`src/rtl/packet_route_scheduler.sv`:
```
// Round-robin scheduler moving complete packets from input buffers
// to the output buffer named by each packet's dest field.
//
// Ports:
//   clock, reset_n   rising-edge clock, synchronous active-low reset
//   in_loaded        per-input "holds a full packet" flags
//   in_data          per-input 32-bit packets, input i at [32*i +: 32]
//   out_free         per-output "can accept one packet" flags
//   data_routed      one-cycle release pulse back to the winning input
//   out_valid        one-cycle write strobe to the destination output
//   out_data         packet being written, shared by all outputs
//   drop_pulse       one-cycle pulse when a packet's dest is out of range
//   busy             high during the transfer cycle
module packet_route_scheduler #(
  parameter int NUM_PORTS = 4,
  parameter int DEST_LSB  = 24
) (
  input  logic                   clock,
  input  logic                   reset_n,
  input  logic [NUM_PORTS-1:0]   in_loaded,
  input  logic [NUM_PORTS*32-1:0] in_data,
  input  logic [NUM_PORTS-1:0]   out_free,
  output logic [NUM_PORTS-1:0]   data_routed,
  output logic [NUM_PORTS-1:0]   out_valid,
  output logic [31:0]            out_data,
  output logic                   drop_pulse,
  output logic                   busy
);

  localparam int PW = $clog2(NUM_PORTS);
  localparam logic [4:0] NP = 5'(NUM_PORTS);

  typedef enum logic {
    S_IDLE,
    S_XFER
  } state_t;

  state_t            r_state;
  logic [PW-1:0]     r_rr_ptr;

  logic [3:0]           w_dest [NUM_PORTS];
  logic [NUM_PORTS-1:0] w_elig;
  logic                 w_found;
  logic [PW-1:0]        w_win;
  logic [PW-1:0]        w_idx;
  logic [31:0]          w_win_data;
  logic [3:0]           w_win_dest;
  logic                 w_win_drop;
  logic [NUM_PORTS-1:0] w_win_oh;
  logic [NUM_PORTS-1:0] w_dest_oh;

  // A packet with an out-of-range dest is always eligible:
  // it only needs to be dropped, which never blocks.
  always_comb begin
    w_elig = '0;
    for (int i = 0; i < NUM_PORTS; i++) begin
      w_dest[i] = in_data[i*32+DEST_LSB +: 4];
      w_elig[i] = in_loaded[i] &
                  (({1'b0, w_dest[i]} >= NP) |
                   out_free[w_dest[i][PW-1:0]]);
    end
  end

  // Search starts one past the last winner; k = NUM_PORTS
  // wraps back onto the last winner itself, lowest priority.
  always_comb begin
    w_found = 1'b0;
    w_win   = '0;
    w_idx   = '0;
    for (int k = 1; k <= NUM_PORTS; k++) begin
      w_idx = r_rr_ptr + PW'(k);
      if (!w_found && w_elig[w_idx]) begin
        w_found = 1'b1;
        w_win   = w_idx;
      end
    end
  end

  always_comb begin
    w_win_data = '0;
    w_win_dest = '0;
    for (int i = 0; i < NUM_PORTS; i++) begin
      if (PW'(i) == w_win) begin
        w_win_data = in_data[i*32 +: 32];
        w_win_dest = w_dest[i];
      end
    end
    w_win_drop = ({1'b0, w_win_dest} >= NP);
    w_win_oh   = NUM_PORTS'(1) << w_win;
    w_dest_oh  = w_win_drop ? '0 :
                 NUM_PORTS'(1) << w_win_dest[PW-1:0];
  end

  always_ff @(posedge clock) begin
    if (!reset_n) begin
      r_state     <= S_IDLE;
      r_rr_ptr    <= PW'(NUM_PORTS - 1);
      data_routed <= '0;
      out_valid   <= '0;
      out_data    <= '0;
      drop_pulse  <= 1'b0;
      busy        <= 1'b0;
    end else begin
      unique case (r_state)
        S_IDLE: begin
          if (w_found) begin
            r_state     <= S_XFER;
            r_rr_ptr    <= w_win;
            data_routed <= w_win_oh;
            out_valid   <= w_dest_oh;
            out_data    <= w_win_data;
            drop_pulse  <= w_win_drop;
            busy        <= 1'b1;
          end
        end
        S_XFER: begin
          // out_data deliberately keeps the last packet
          r_state     <= S_IDLE;
          data_routed <= '0;
          out_valid   <= '0;
          drop_pulse  <= 1'b0;
          busy        <= 1'b0;
        end
        default: begin
          r_state <= S_IDLE;
        end
      endcase
    end
  end

`ifndef SYNTHESIS
  always @(posedge clock) begin
    if (reset_n) begin
      assert ($onehot0(data_routed))
        else $error("data_routed not one-hot");
      assert ($onehot0(out_valid))
        else $error("out_valid not one-hot");
      assert (!(drop_pulse && |out_valid))
        else $error("drop with write strobe");
    end
  end
`endif

endmodule

```
`config.mk`:
```
export PLATFORM = sky130hd
export DESIGN_NAME = packet_route_scheduler
export DESIGN_NICKNAME = d
export VERILOG_FILES = /design/src/rtl/packet_route_scheduler.sv
export SDC_FILE = /design/constraint.sdc
export NUM_CORES = 1
export LEC_CHECK = 0
export ABC_AREA = 1
export BUFFER_PORTS_ARGS = -buffer_cell sky130_fd_sc_hd__buf_2
export CAP_MARGIN = 30
export CORE_MARGIN = 10
export CORE_UTILIZATION = 44
export DETAILED_ROUTE_END_ITERATION = 10
export PLACE_DENSITY = 0.81
export SYNTH_ARGS = -nofsm -noshare
export SYNTH_HDL_FRONTEND = slang
export SYNTH_SLANG_ARGS = --single-unit
```
`constraint.sdc`:
```
create_clock -name clock -period 3 [get_ports clock]
set_input_delay 0.9 -clock clock [delete_from_list [all_inputs] [get_ports clock]]
set_output_delay 0.9 -clock clock [all_outputs]
set_load 0.05 [all_outputs]
```
-- Word-level counts from Yosys, hierarchy flattened
Index checks and enable logic that the tools add are counted.
- add/sub/neg operators: 3
- multiply operators: 0
- div/mod/pow operators: 0
- order comparisons: 13
- equality and inequality tests: 4
- shift-type cells: 2
- multiplexer cells: 43
- bitwise operators: 9
- reductions and logical operators: 8
- operators with widths (cell ; number):
    two-way mux 32 bit ; 4
    two-way mux 4 bit ; 7
    less-than comparator 2 x 3 -> 1 bit (second input constant) ; 8
    greater-or-equal comparator 4 x 3 -> 1 bit (second input constant) ; 5
    binary-select mux 1 bit (select 2 bit) ; 8
    one-hot mux 4 bit (2 select lines) ; 2
    two-way mux 1 bit ; 15
    two-way mux 2 bit ; 4
    left shift 1 x 2 -> 4 bit (first input constant) ; 2
    one-hot mux 1 bit (2 select lines) ; 3
    adder 2 bit (second input constant) ; 2
    bitwise AND 1 bit ; 4
    equality test 2 bit (first input constant) ; 2
    bitwise OR 1 bit ; 4
    logical AND 1 bit ; 3
    zero test 1 bit ; 3
    adder 2 x 1 -> 2 bit (second input constant) ; 1
    equality test 1 x 2 -> 1 bit (first input constant) ; 1
    zero test 2 bit ; 1
    != test 2 bit (second input constant) ; 1
    AND reduction 2 bit ; 1
    inverter 1 bit ; 1
- register bits after elaboration: 45
- latch bits: 0
- bits in writable memories: 0
- memory bits (read-only): 0
- input port bits: 138
- output and inout port bits: 42
- logic and storage cells: 89
- memories: 0

-- Depth between registers and ports, before layout
- depth after elaboration: 25
- gate-level depth with buffers: 21
- depth with buffers taken out: 21

-- Least setup slack after synthesis
No wires, ideal clock.
- kind: input to register
- start point: input out_free[3]
- end point: register out_valid[0]
- setup time: 129 ps
- arrival time: 2549 ps
- data required time: 2871 ps
- setup slack: 322 ps
- stages: 19
- buffers on the path: 1
- cells stage by stage: inv_1 > nand2_1 > nand3_1 > nand3_1 > nand3_1 > nand2_1 > nand2_1 > inv_1 > a21oi_2 > nand2_1 > nor2_4 > buf_6 > nand3_1 > nand3_1 > nand2_2 > nand3_1 > nor2_1 > nor2_1 > nor2_1
- longest elaborated chain between the ends: 25
- elaborated cells on any way between the ends: 52
- those cells by class: order compare (1); eq/ne (4); shift (1); mux (31); bitwise (8); reduce/logical (7)
- ends and longest elaborated chain (item ; line ; text):
    from (decl) ; 22 ; input logic [NUM_PORTS-1:0] out_free,
    binary-select mux 1 bit (select 2 bit) ; 60 ; out_free[w_dest[i][PW-1:0]]);
    two-way mux 1 bit (not written as such) ; 60 ;
    bitwise OR 1 bit ; 59 ; (({1'b0, w_dest[i]} >= NP) |
    bitwise AND 1 bit ; 58 ; w_elig[i] = in_loaded[i] &
    binary-select mux 1 bit (select 2 bit) ; 72 ; if (!w_found && w_elig[w_idx]) begin
    two-way mux 1 bit (not written as such) ; 72 ;
    two-way mux 1 bit ; 72 ;
    zero test 1 bit ; 72 ;
    [... 6 more ...] ; n/a ;
    logical AND 1 bit ; 72 ;
    two-way mux 2 bit ; 72 ;
    zero test 2 bit ; 83 ; if (PW'(i) == w_win) begin
    two-way mux 4 bit (4 in a row) ; 83 ;
    greater-or-equal comparator 4 x 3 -> 1 bit or left shift 1 x 2 -> 4 bit (tied branches) ; 88, 91 ;
    two-way mux 4 bit ; 90 ; w_dest_oh = w_win_drop ? '0 :
    two-way mux 4 bit ; 106 ; if (w_found) begin
    one-hot mux 4 bit (2 select lines) ; 104 ; unique case (r_state)
    to (signal assigned) ; 110 ; out_valid <= w_dest_oh;
    to (decl) ; 24 ; output logic [NUM_PORTS-1:0] out_valid,
Parallel ways exist; a longest one is shown, timed or not. The select of a mux whose other input is x is not followed.
A chain may end at the register's enable or synchronous reset.

-- Worst setup path after layout
- start point: input out_free[0]
- end point: register out_data[8]
- longest elaborated chain between the ends: 21
- elaborated cells on any way between the ends: 47
- those cells by class: eq/ne (3); mux (28); bitwise (8); reduce/logical (8)
- ends and longest elaborated chain (item ; line ; text):
    binary-select mux 1 bit (select 2 bit) ; 60 ;
    two-way mux 1 bit (not written as such) ; 60 ;
    bitwise OR 1 bit ; 59 ;
    bitwise AND 1 bit ; 58 ;
    binary-select mux 1 bit (select 2 bit) ; 72 ;
    two-way mux 1 bit (not written as such) ; 72 ;
    two-way mux 1 bit ; 72 ;
    zero test 1 bit ; 72 ;
    [... 2 more ...] ; n/a ;
    zero test 1 bit ; 72 ;
    logical AND 1 bit ; 72 ;
    two-way mux 1 bit ; 72 ;
    zero test 1 bit ; 72 ;
    logical AND 1 bit ; 72 ;
    two-way mux 2 bit ; 72 ;
    zero test 2 bit ; 83 ;
    two-way mux 32 bit (4 in a row) ; 83 ;
    to (signal assigned) ; 111 ; out_data <= w_win_data;
    to (decl) ; 25 ; output logic [31:0] out_data,
Parallel ways exist; a longest one is shown, timed or not. The select of a mux whose other input is x is not followed.

==> reports/results.env <==
INITIAL_CORE_UTIL_PCT=44.7
SEQCELLAREA_UM2=901
TYPE_OF_THE_TIGHTEST_MIN_DELAY_CHECK='flip-flop to flip-flop'
DETAILEDROUTE.FIRSTITERATIONVIOLATIONS=249
SYNTH_COMMON_CELLS='212 x sky130_fd_sc_hd__nand2_1, 45 x sky130_fd_sc_hd__dfxtp_1, 41 x sky130_fd_sc_hd__nand3_1, 33 x sky130_fd_sc_hd__a21oi_1, 26 x sky130_fd_sc_hd__nand4_1'
YS_TYPES=28
FINAL-INSTANCE-COUNT-EXCL-FILL=762
NETLIST_TOP_CELLS_AREA='sky130_fd_sc_hd__dfxtp_1 30%, sky130_fd_sc_hd__nand2_1 26%, sky130_fd_sc_hd__nand3_1 6.8%, sky130_fd_sc_hd__a21oi_1 5.5%, sky130_fd_sc_hd__nand4_1 5.4%'
SYNTH_TOP_CELL_BY_AREA='sky130_fd_sc_hd__dfxtp_1'
HOLD_WS_PS=466
DESIGN_POWER_TOTAL_mW=6.90
SYNTHESIS.YOSYS.WARNINGS=0
YOSYS.AREA_SHARE.XOR_XNOR_PCT=0.542
CTS_CLK_PIN_SLEW_WORST_PATHS_PS=80
SYN-NUM-NETS=623
TMIN_FINAL_PS=2830
WORST-SLEW-PIN-TRANSITION_PS=997
TOP_SIGNAL_LAYER_USED='met4'
HOLD_VIOL_FINAL=0
CTS-BUFFERS-INSERTED=5
WL_MM=11.9
SYNTHARSTFLOPSHARE_PCT=0
GRT_REMAINING_OVERFLOW=0
CTS.HOLD.BUFFERS_ADDED=0
SYNTH.FF_LATCH_COUNT=45
GRT_USAGE_PCT=20.6
WORSTSETUPPATHDEPTH=20
SHARE_OF_CELLS_ABOVE_DRIVE_STRENGTH_1_PCT=39.6
SYNTH.CELL_AREA_UM2=3000
SETUP_VIOLATIONS=0
LAYOUT.FILLER_CELLS=612
IO-PIN-COUNT=180
CRIT_PATH_START_KIND='input pin'
PLACEMENTROWS=30
DRT_DRC_VIOLATIONS_LEFT=0
FRACTION_OF_SYNTHESIZED_CELL_AREA_TAKEN_BY_THE_TOP_AREA_CELL_TYPE_PCT=30.0
SYNTHESIS.INSTANCES=485
YOSYS-MUX-AREA-FRACTION_PCT=0
CRITPATHMAXSTAGEDELAY_PS=170
FINAL_CELL_AREA_UM2=4470
POWER_DENSITY_nW_PER_UM2=1540
WL_MET1_MM=4.96
ROUTE.VIAS.TOTAL=3964
RUN_STATUS='complete, no violations'
TOTALNEGATIVESETUPSLACK_PS=0
TIMING.CRITICAL_PATH.SLOWEST_STAGE_CELL='sky130_fd_sc_hd__buf_4'
PLACE_WS_PS=-153
R2R_SLACK_PS=380
VIAS_PER_CELL=5.20
CORE_UM2=6720
CAP_VIOLATIONS=0
CTS_MAX_LEVEL=2
SORT_OF_ELEMENT_AT_THE_END_OF_THE_CRITICAL_PATH='flip-flop'
CRITICALPATHCATEGORY='input pin to flip-flop'
CTS_MAX_PATH_BUFFERS=2
RSZ0062_AT_GRT='yes'
REQUIRED_PS=3140
SYN_AREA_PER_CELL_UM2=6.19
NUM_ANTENNA_CELLS=0
SYNTH_FLOP_CELL='sky130_fd_sc_hd__dfxtp_1'
ROUTABILITYCONGESTION=0.921
WL_MET2_MM=5.81
NUMBER_OF_CELL_INSTANCES_ON_THE_WORST_REGISTER_TO_REGISTER_PATH=16
WORST_SLEW_MARGIN_RELATIVE_TO_ITS_LIMIT_PCT=33.5
ANTENNA_FOUND_INITIAL=0
FINAL.SETUP_SKEW_PS=5.65
DIE_X_UM=103
TIMING.CRITICAL_PATH.CELLS='buf_2 -> inv_2 -> nand2_1 -> nand3b_1 -> nand3_2 -> nand3_4 -> nand3_4 -> nand2_4 -> nand2_1 -> nor2_2 -> nand3_2 -> buf_4 -> nand2_4 -> buf_4 -> nor2_8 -> buf_12 -> nand2_1 -> nand4_1 -> nand2_1 -> a21oi_1'
MULTI_INPUT_COMB_AREA_UM2=1950
MAX_FREQ_MHz=353
NUMBER_OF_CLOCK_SINKS=45
SYNTH-SEQ-AREA-SHARE_PCT=30.0
IR_WORST_VDD_V=0.000882
DETAIL_ROUTE.WL_PER_CELL_UM=15.6
CRITICAL_PATH_PEAK_FANOUT=21
WORST_PATH_DOMINANT_CELL_FAMILY='simple AND/OR/NAND/NOR gates'
SHARE_OF_THE_SYNTHESIZED_AREA_IN_COMPOUND_GATES_AO_OA_AOI_OAI_PCT=11.7
MET3ROUTEDLENGTH_UM=960
P_LEAK_nW=2.31
YOSYS.CELL_COUNT.TOP_TYPE='sky130_fd_sc_hd__nand2_1'
WORSTSKEWPAIRLATENCY_PS=290
TIMING_MAX_TRANSITION_VIOLATIONS_FINAL=0
SYNTH_TOP_FAMILY_BY_AREA='simple AND/OR/NAND/NOR gates'
DIEHEIGHT_UM=103
POST-PLACE-CELLS=746
CLOCK_TREE.ROOT_CELL='sky130_fd_sc_hd__clkbuf_8'
NNETSFINAL=819
CRITPATHARRIVALTIME_PS=2970
CTS_TREE='done'
GRT_START_MAX_NET_PINS=30
PORT-BUFFER-COUNT=179
CP.BUFFERS_INVERTERS=5
DRT_PRE_ANTENNA_ITERS=7
UTIL_AFTER_LAYOUT_PCT=66.6
PLACE_HPWL_MM=9.36
WHS_PATH_DEPTH=2
POSTPLACECELLAREA_UM2=4110
LAYOUT_WORST_PATH_CYCLE_SHARE_PCT=94.4
AREA_OF_THE_DIE_UM2=10500
SYNTH_ENABLE_FLOP_CELLS=0
ADDER_CELL_SHARE_OF_THE_SYNTHESIZED_AREA_PCT=0
FLOW.AREA_GROWTH_FROM_SYNTHESIS_PCT=48.9
NUMBER_OF_GLOBAL_ROUTE_VIAS_BEFORE_REPAIR=3838
YOSYS.AREA_SHARE.SIMPLE_PCT=49.4
FINALWORSTSETUPSLACK_PS=167
ANTENNA_VIOLATING_NETS_POST_ROUTE=0
GRT_FIRST_PASS_WIRELENGTH_MM=17.9
TIMING.CRITICAL_PATH.MODE_CELL='sky130_fd_sc_hd__nand2_1'
[worst register-to-register path, delay by kind of cell (launching register included)]
| kind | cells | cell delay (ps) |
|---|---|---|
| and+or+nand+nor | 12 | 1360 |
| DFF | 1 | 560 |
| buffers and inverters | 3 | 500 |
| AOI/OAI and AO/OA | 1 | 120 |
[metal layers]
metal	vias up	global-route usage, %
li1	1992	-
met5	-	0
met1	1780	26.2
met2	177	34.2
met4	0	4.88
met3	15	5.03
[flip-flops by register name, summed over array words and instances (netlist names)]
register / cells
out_data: 32
data_routed: 4
out_valid: 4
r_rr_ptr: 2
busy: 1
drop_pulse: 1
r_state: 1
[cell type report]
class                      count  share of cell area (%)
sequential                    45                    20.1
clock inverter                 3                    1.45
timing repair buffer         212                    28.6
tap                           80                    2.24
clock buffer                   5                    1.54
inverter                      28                    2.41
multi-input combinational    389                    43.6
[path summary, 6_finish.rpt]
| check | start | endpoint |
|---|---|---|
| worst max-delay path | out_free[0] | out_data[8] |
| worst min-delay path | busy | busy |
| worst max register to register | r_rr_ptr[0] | out_valid[3] |
| worst min register to register | busy | busy |
[report_power, final]
group          internal (mW)  leakage, nW  switching, mW  total, mW
registers              0.823        0.372          0.130      0.953
logic                   2.06         1.87           3.35       5.41
clock network          0.331       0.0681          0.211      0.542
total                   3.21         2.31           3.69       6.90
[cells in the final DEF (no fill, tap or decap), types with 9 or more instances in the layout]
| cell type | synthesis | final |
|---|---|---|
| sky130_fd_sc_hd__nand2_1 | 212 | 210 |
| sky130_fd_sc_hd__buf_2 | 3 | 179 |
| sky130_fd_sc_hd__dfxtp_1 | 45 | 45 |
| sky130_fd_sc_hd__nand3_1 | 41 | 31 |
| sky130_fd_sc_hd__a21oi_1 | 33 | 31 |
| sky130_fd_sc_hd__nand4_1 | 26 | 26 |
| sky130_fd_sc_hd__buf_4 | 5 | 22 |
| sky130_fd_sc_hd__o21ai_0 | 21 | 21 |
| sky130_fd_sc_hd__inv_1 | 21 | 17 |
| sky130_fd_sc_hd__nor2_1 | 15 | 14 |
| sky130_fd_sc_hd__nand3_2 | 6 | 14 |
| sky130_fd_sc_hd__inv_2 | 6 | 9 |
[logic make-up after synthesis]
family | Yosys count
AO/OA/AOI/OAI | 65
buffers and inverters | 51
AND/OR/NAND/NOR | 323
XOR/XNOR | 1
flip-flops | 45
[timing repair]
item                       4_1_cts  5_1_grt
buffers inserted                 0        5
setup endpoints to repair        0       31
resized for setup                0       26
No activity file was read; power rests on OpenSTA's default activity.
